<file path="config.mk">
export PLATFORM = sky130hd
export DESIGN_NAME = fxp_accumulator_flat
export DESIGN_NICKNAME = d
export VERILOG_FILES = /design/src/rtl/fxp_pkg.sv /design/src/rtl/fxp_accumulator_if.sv /design/src/rtl/fxp_sat_add.sv /design/src/rtl/fxp_accumulator.sv /design/src/flat_wrapper.sv
export SDC_FILE = /design/constraint.sdc
export NUM_CORES = 1
export LEC_CHECK = 0
export BUFFER_PORTS_ARGS = -buffer_cell sky130_fd_sc_hd__buf_2
export CORE_MARGIN = 8
export CORE_UTILIZATION = 39
export CTS_BUF_LIST = sky130_fd_sc_hd__clkbuf_8
export DETAILED_ROUTE_END_ITERATION = 16
export GPL_ROUTABILITY_DRIVEN = 0
export GPL_TIMING_DRIVEN = 0
export SLEW_MARGIN = 20
export SYNTH_ARGS = -nofsm -noshare
export SYNTH_HDL_FRONTEND = slang
export SYNTH_SLANG_ARGS = --single-unit
</file>
<file path="constraint.sdc">
create_clock -name clk -period 7.1 [get_ports clk]
set_input_delay 1.42 -clock clk [delete_from_list [all_inputs] [get_ports clk]]
set_output_delay 1.42 -clock clk [all_outputs]
set_load 0.05 [all_outputs]
</file>
<file path="src/rtl/fxp_pkg.sv">
// ---------------------------------------------------------------------------
// fxp_pkg
// Shared fixed-point definitions for the Execution-stage reduction datapath.
// The default format is Q8.8. The accumulator and adder arithmetic do not
// depend on where the binary point sits.
// ---------------------------------------------------------------------------
package fxp_pkg;

    localparam int FXP_DATA_WIDTH = 16;
    localparam int FXP_FRAC_BITS  = 8;
    localparam int FXP_MAX_COUNT  = 16;

    typedef logic signed [FXP_DATA_WIDTH-1:0] fxp_t;

    // Saturation limits for the default word width.
    localparam fxp_t FXP_MAX = {1'b0, {(FXP_DATA_WIDTH-1){1'b1}}};
    localparam fxp_t FXP_MIN = {1'b1, {(FXP_DATA_WIDTH-1){1'b0}}};

    typedef enum logic [1:0] {
        IDLE  = 2'd0,
        ACCUM = 2'd1,
        HOLD  = 2'd2
    } acc_state_t;

endpackage

</file>
<file path="src/rtl/fxp_accumulator_if.sv">
// ---------------------------------------------------------------------------
// fxp_accumulator_if
// Element stream in and reduction result out. Both directions use a
// valid/ready handshake.
//   in_valid/in_ready/in_data/in_last : element stream into the accumulator
//   out_valid/out_ready               : result handshake toward the consumer
//   out_data/out_n/out_v/out_z        : saturated sum and its N/V/Z flags
//   out_count                         : elements folded into this result
// The master modport belongs to the producer/consumer side. The slave
// modport belongs to the accumulator.
// ---------------------------------------------------------------------------
interface fxp_accumulator_if #(
    parameter int DATA_WIDTH = 16,
    parameter int CNT_W      = 5
);
    logic                  in_valid;
    logic                  in_ready;
    logic [DATA_WIDTH-1:0] in_data;
    logic                  in_last;
    logic                  out_valid;
    logic                  out_ready;
    logic [DATA_WIDTH-1:0] out_data;
    logic                  out_n;
    logic                  out_v;
    logic                  out_z;
    logic [CNT_W-1:0]      out_count;

    modport master (
        output in_valid, in_data, in_last, out_ready,
        input  in_ready, out_valid, out_data, out_n, out_v, out_z, out_count
    );

    modport slave (
        input  in_valid, in_data, in_last, out_ready,
        output in_ready, out_valid, out_data, out_n, out_v, out_z, out_count
    );
endinterface

</file>
<file path="src/rtl/fxp_sat_add.sv">
// ---------------------------------------------------------------------------
// fxp_sat_add
// Combinational signed addition that saturates to the representable range.
// Other lanes can reuse it.
//   i_a, i_b : signed operands
//   o_sum    : a+b clamped to [most negative, most positive]
//   o_ovf    : high when the true sum did not fit and o_sum was clamped
// ---------------------------------------------------------------------------
module fxp_sat_add
    import fxp_pkg::*;
#(
    parameter int W = FXP_DATA_WIDTH
) (
    input  logic [W-1:0] i_a,
    input  logic [W-1:0] i_b,
    output logic [W-1:0] o_sum,
    output logic         o_ovf
);
    localparam logic [W-1:0] SAT_MAX = {1'b0, {(W-1){1'b1}}};
    localparam logic [W-1:0] SAT_MIN = {1'b1, {(W-1){1'b0}}};

    logic [W:0] w_wide;

    // Sign-extend both operands by one bit so the sum cannot wrap.
    assign w_wide = {i_a[W-1], i_a} + {i_b[W-1], i_b};

    // The result overflowed when the extra sign bit disagrees with the
    // top bit of the W-bit result. The extra bit then holds the true sign.
    assign o_ovf = w_wide[W] ^ w_wide[W-1];

    // NOTE: every path assigns o_sum, so no latch is inferred.
    always_comb begin
        o_sum = w_wide[W-1:0];
        if (o_ovf) begin
            o_sum = w_wide[W] ? SAT_MIN : SAT_MAX;
        end
    end
endmodule

</file>
<file path="src/rtl/fxp_accumulator.sv">
// ---------------------------------------------------------------------------
// fxp_accumulator
// Sequential saturating accumulator. It folds a burst of signed fixed-point
// elements into one sum and holds that sum, with N/V/Z flags, until the
// consumer accepts it.
//   clk : rising-edge clock
//   rst : asynchronous, active-high reset
//   bus : fxp_accumulator_if.slave (element stream in, result out)
// A beat is the last beat of a burst when in_last is high, or when it is
// the MAX_COUNT-th element of the burst.
// ---------------------------------------------------------------------------
module fxp_accumulator
    import fxp_pkg::*;
#(
    parameter int DATA_WIDTH = FXP_DATA_WIDTH,
    parameter int FRAC_BITS  = FXP_FRAC_BITS,
    parameter int MAX_COUNT  = FXP_MAX_COUNT,
    parameter int CNT_W      = $clog2(MAX_COUNT + 1)
) (
    input  logic                 clk,
    input  logic                 rst,
    fxp_accumulator_if.slave     bus
);
    // The binary point does not affect the arithmetic. It only has to lie
    // inside the word.
    if (FRAC_BITS < 0 || FRAC_BITS >= DATA_WIDTH) begin : g_bad_frac_bits
        $error("fxp_accumulator: FRAC_BITS must lie within DATA_WIDTH");
    end

    acc_state_t            r_state;
    logic [DATA_WIDTH-1:0] r_acc;
    logic                  r_v;
    logic [CNT_W-1:0]      r_count;

    logic                  r_out_valid;
    logic [DATA_WIDTH-1:0] r_out_data;
    logic                  r_out_n;
    logic                  r_out_v;
    logic                  r_out_z;
    logic [CNT_W-1:0]      r_out_count;

    logic                  w_in_ready;
    logic                  w_accept;
    logic                  w_last;
    logic [DATA_WIDTH-1:0] w_sum;
    logic                  w_ovf;
    logic                  w_v_next;
    logic [CNT_W-1:0]      w_count_next;

    fxp_sat_add #(
        .W (DATA_WIDTH)
    ) u_sat_add (
        .i_a   (r_acc),
        .i_b   (bus.in_data),
        .o_sum (w_sum),
        .o_ovf (w_ovf)
    );

    // rst gates in_ready directly. The block then refuses elements for as
    // long as rst is high, and accepts them as soon as rst is released.
    assign w_in_ready   = !rst && (r_state != HOLD);
    assign w_accept     = bus.in_valid && w_in_ready;
    assign w_last       = bus.in_last || (r_count == CNT_W'(MAX_COUNT - 1));
    assign w_v_next     = r_v | w_ovf;
    assign w_count_next = r_count + CNT_W'(1);

    // NOTE: sequential state uses non-blocking assignments only. Every
    // register then samples pre-edge values, whatever order the lines are in.
    always_ff @(posedge clk or posedge rst) begin
        if (rst) begin
            r_state     <= IDLE;
            r_acc       <= '0;
            r_v         <= 1'b0;
            r_count     <= '0;
            r_out_valid <= 1'b0;
            r_out_data  <= '0;
            r_out_n     <= 1'b0;
            r_out_v     <= 1'b0;
            r_out_z     <= 1'b0;
            r_out_count <= '0;
        end else begin
            case (r_state)
                // r_acc is zero in IDLE, so IDLE and ACCUM share the update.
                IDLE, ACCUM: begin
                    if (w_accept) begin
                        r_acc   <= w_sum;
                        r_v     <= w_v_next;
                        r_count <= w_count_next;
                        if (w_last) begin
                            r_state     <= HOLD;
                            r_out_valid <= 1'b1;
                            r_out_data  <= w_sum;
                            r_out_n     <= w_sum[DATA_WIDTH-1];
                            r_out_v     <= w_v_next;
                            r_out_z     <= (w_sum == '0);
                            r_out_count <= w_count_next;
                        end else begin
                            r_state <= ACCUM;
                        end
                    end
                end
                HOLD: begin
                    if (bus.out_ready) begin
                        r_state     <= IDLE;
                        r_acc       <= '0;
                        r_v         <= 1'b0;
                        r_count     <= '0;
                        r_out_valid <= 1'b0;
                        r_out_data  <= '0;
                        r_out_n     <= 1'b0;
                        r_out_v     <= 1'b0;
                        r_out_z     <= 1'b0;
                        r_out_count <= '0;
                    end
                end
                default: r_state <= IDLE;
            endcase
        end
    end

    assign bus.in_ready  = w_in_ready;
    assign bus.out_valid = r_out_valid;
    assign bus.out_data  = r_out_data;
    assign bus.out_n     = r_out_n;
    assign bus.out_v     = r_out_v;
    assign bus.out_z     = r_out_z;
    assign bus.out_count = r_out_count;
endmodule

</file>
<file path="src/flat_wrapper.sv">
// flat-port wrapper written by rule: the top's interface ports become plain ports
module fxp_accumulator_flat import fxp_pkg::*;
#(
    parameter int DATA_WIDTH = FXP_DATA_WIDTH,
    parameter int FRAC_BITS  = FXP_FRAC_BITS,
    parameter int MAX_COUNT  = FXP_MAX_COUNT,
    parameter int CNT_W      = $clog2(MAX_COUNT + 1)
)
  (clk, rst, bus_in_valid, bus_in_data, bus_in_last, bus_out_ready, bus_in_ready, bus_out_valid, bus_out_data, bus_out_n, bus_out_v, bus_out_z, bus_out_count);
  fxp_accumulator_if #(.DATA_WIDTH(DATA_WIDTH), .CNT_W(CNT_W)) bus_i ();
  input  logic clk;
  input  logic rst;
  input wire logic [$bits(bus_i.in_valid)-1:0] bus_in_valid;
  input wire logic [$bits(bus_i.in_data)-1:0] bus_in_data;
  input wire logic [$bits(bus_i.in_last)-1:0] bus_in_last;
  input wire logic [$bits(bus_i.out_ready)-1:0] bus_out_ready;
  output wire logic [$bits(bus_i.in_ready)-1:0] bus_in_ready;
  output wire logic [$bits(bus_i.out_valid)-1:0] bus_out_valid;
  output wire logic [$bits(bus_i.out_data)-1:0] bus_out_data;
  output wire logic [$bits(bus_i.out_n)-1:0] bus_out_n;
  output wire logic [$bits(bus_i.out_v)-1:0] bus_out_v;
  output wire logic [$bits(bus_i.out_z)-1:0] bus_out_z;
  output wire logic [$bits(bus_i.out_count)-1:0] bus_out_count;
  assign bus_i.in_valid = bus_in_valid;
  assign bus_i.in_data = bus_in_data;
  assign bus_i.in_last = bus_in_last;
  assign bus_i.out_ready = bus_out_ready;
  assign bus_in_ready = bus_i.in_ready;
  assign bus_out_valid = bus_i.out_valid;
  assign bus_out_data = bus_i.out_data;
  assign bus_out_n = bus_i.out_n;
  assign bus_out_v = bus_i.out_v;
  assign bus_out_z = bus_i.out_z;
  assign bus_out_count = bus_i.out_count;
  fxp_accumulator #(.DATA_WIDTH(DATA_WIDTH), .FRAC_BITS(FRAC_BITS), .MAX_COUNT(MAX_COUNT), .CNT_W(CNT_W)) u_core (.clk(clk), .rst(rst), .bus(bus_i));
endmodule
</file>
==> qor.yml <==
maximum_number_of_pins_on_one_net_before_global_route_repair: 27
design.die.area_mm2: 0.0115
cts.repair.resized: 0
placement.cell_area_mm2: 0.00362
grt_first_pass_wirelength_mm: 14.4
dp_worst_setup_slack_ns: 2.72
finalWorstSetupSlack_ns: 3.01
timing.final.hold_violations: 0
unrepaired_setup_endpoints_after_global_routing: "false"
drt-pass1-iter-count: 4
arrival_ns: 4.28
synth.cell_area_mm2: 0.00324
tritoncts: "yes"
fp.dieH_um: 107
routedWlPerCell_um: 17.3
critPathRequiredTime_ns: 7.29
yosys_warnings: 0
min_delay_path_depth: 2
first_iter_violations: 132
worstHoldPathType: "flop to flop"
std_cell_rows: 33
report.final.setup_viol: 0
fill_cells: 816
synth_enable_flop_cells: 0
core_region_area_mm2: 0.00813
number_of_i_o_port_buffers: 46
max_slew.worst_pin.slew_ns: 1.08
die_width_um: 107
grt_pass1_vias: 2808
post_layout_nonfiller_instances: 507
cts.reportedPaths.clkPinSlew_ns: 0.09
cts_num_sinks: 48
worst_path_class_setup: "input pin to flop"
gr-usage-all-layers_pct: 15.4
totalNegativeSetupSlack_ns: 0
worst_setup_path_end_kind: "flop"
synthesis.area_per_instance_um2: 9.33
grt_overflow: 0
finalNetCount: 441
cts_inserted_buffers: 5
post_drt_via_cell_ratio: 5.76
async_reset_ff_share_pct: 100
clock-root-buffer: "clkbuf_8"
floorplan.initialDensity_pct: 39.8
share_of_layout_cells_above_drive_strength_1_pct: 20.6
ctsHoldBuffers: 0
final_instance_area_mm2: 0.00373
final_antenna_net_count: 0
vias: 2921
power_per_cell_area_mw_per_mm2: 536
finalMaxSlewViolations: 0
relSlewSlack_pct: 26.5
synth_top_area_share_pct: 37.1
synth_seq_cells: 48
synthCells: 347
place_hpwl_mm: 6.84
n_antenna_cell: 0
io_pins: 47
synthDominantAreaCellType: "dfrtp_1"
synth.top_cells.by_area: "dfrtp_1 (37%), ha_1 (7.0%), o21ai_0 (3.9%)"
route.detailed.drc: 0
cts_max_level: 2
clock_latency_ns: 0.30
outcome: "finished clean"
period_minus_slack_ns: 4.09
number_of_unique_standard_cell_types_used_by_synthesis: 66
antenna_found_initial: 0
timing.critical_path.fanout_max: 8
start_kind: "input pin"
max-vdd-ir-drop_mv: 0.239
numPlacedInstances: 499
timing.reg2reg.worst_path_depth: 10
cts_max_path_buffers: 2
fin_skew_ns: 0.00976
clock.fmax_ghz: 0.244
max_cap_violations: 0
holdWs_ns: 0.469
cts.repair_timing.setup_buffer_count: 0
drt-total-wl_mm: 8.76
synth_sequential_area_ratio_pct: 37.1
syn2layout_area_growth_pct: 15.2
postSynth.topFlopCell: "dfrtp_1"
synthesis.nets: 387
p_leak_nw: 1.66
min_period_over_period_pct: 57.6
[synth_stat cells (3+ instances only)]
| library cell | n |
|---|---|
| dfrtp_1 | 48 |
| nand2_1 | 31 |
| o21ai_0 | 25 |
| ha_1 | 18 |
| a21oi_1 | 17 |
| nor2_1 | 16 |
| nand3_1 | 14 |
| a31oi_1 | 13 |
| a22o_1 | 11 |
| a21o_1 | 10 |
| inv_1 | 10 |
| nor3_1 | 10 |
| a221o_1 | 9 |
| clkbuf_1 | 9 |
| o31ai_1 | 8 |
| a211oi_1 | 6 |
| xnor2_1 | 6 |
| buf_2 | 5 |
| xor2_1 | 5 |
| a2111oi_0 | 4 |
| a211o_1 | 4 |
| nor4_1 | 4 |
| o211ai_1 | 4 |
| and2_1 | 3 |
| and3_1 | 3 |
| nand2b_1 | 3 |
| nand4_1 | 3 |
| nor2b_1 | 3 |
[sequential cells by signal, indices dropped and copies added (netlist names)]
name,cells
u_core.bus.out_count,5
u_core.bus.out_v,1
u_core.bus.out_n,1
u_core.r_state,2
u_core.bus.out_z,1
u_core.r_count,5
u_core.r_v,1
u_core.bus.out_valid,1
u_core.bus.out_data,15
u_core.r_acc,16
[power breakdown]
| group | switching, mW | internal (mW) | total, mW |
|---|---|---|---|
| combinational | 0.882 | 0.443 | 1.33 |
| sequential | 0.0774 | 0.397 | 0.474 |
| clock | 0.0948 | 0.104 | 0.199 |
| total | 1.05 | 0.944 | 2.00 |
[worst max-delay path, stage by stage]
cell      delay [ns]
buf_2           0.08
ha_1            0.18
inv_1           0.07
fa_1            0.40
nand2b_1        0.18
a211o_1         0.35
a21o_1          0.26
a21o_1          0.31
a211oi_2        0.48
nor3_2          0.19
a221o_1         0.36
[metrics by stage]
step           utilization [%]  power, mW
2_1_floorplan                -       1.48
3_3_place_gp              44.3       1.78
3_5_place_dp              44.5       1.79
4_1_cts                   45.9       2.00
5_1_grt                   45.9       2.15
6_report                  45.9       2.00
[path summary, 6_finish.rpt]
| check | start | slack [ns] | end |
|---|---|---|---|
| max reg2reg | u_core.r_acc[0] | 3.85 | u_core.r_acc[14] |
| min reg2reg | u_core.bus.out_count[1] | 0.47 | u_core.bus.out_count[1] |
| min in group asynchronous | rst | 1.17 | u_core.r_state[1] |
| max | bus_in_data[0] | 3.01 | u_core.r_acc[14] |
| max in group asynchronous | rst | 5.41 | u_core.r_acc[10] |
| min | u_core.bus.out_count[1] | 0.47 | u_core.bus.out_count[1] |
[layout make-up]
cell class / instances / area, um2 / share of cell area, %
repair buffers: 47 / 250 / 6.71
plain buffers: 18 / 88.8 / 2.38
flip-flops and latches: 48 / 1200 / 32.2
clock buffers: 5 / 68.8 / 1.84
well taps: 105 / 131 / 3.52
clock inverters: 3 / 42.5 / 1.14
inverters: 11 / 41.3 / 1.11
multi-input cells: 270 / 1910 / 51.1
[kinds of logic after synthesis]
group           share of synthesized area, %
xor+xnor                                2.98
fa+ha+maj                               7.57
mux                                    0.657
simple gates                            17.2
buf+inv                                 4.02
flops                                   37.1
compound gates                          30.5
[placed cells by master, fill, tap and decap left out, types with 3 or more instances in the layout]
cell type	n
a2111oi_0	4
a211o_1	4
a211oi_1	6
a21o_1	10
a21oi_1	17
a221o_1	9
a22o_1	11
a31oi_1	13
and2_1	3
and3_1	3
buf_2	51
clkbuf_1	9
clkbuf_8	5
dfrtp_1	48
ha_1	18
inv_1	9
nand2_1	31
nand2b_1	3
nand3_1	14
nand4_1	3
nor2_1	16
nor2b_1	3
nor3_1	10
nor4_1	4
o211ai_1	4
o21ai_0	25
o31ai_1	8
xnor2_1	6
xor2_1	5
[metal layers]
metal	vias up	global-route usage (%)	share of wire, %
li1	1446	-	-
met1	1394	21.7	50
met2	68	23.2	44
met3	13	2.70	4.6
met4	0	4.82	1.9
met5	-	0	0
(Power assumes the default switching activity.)
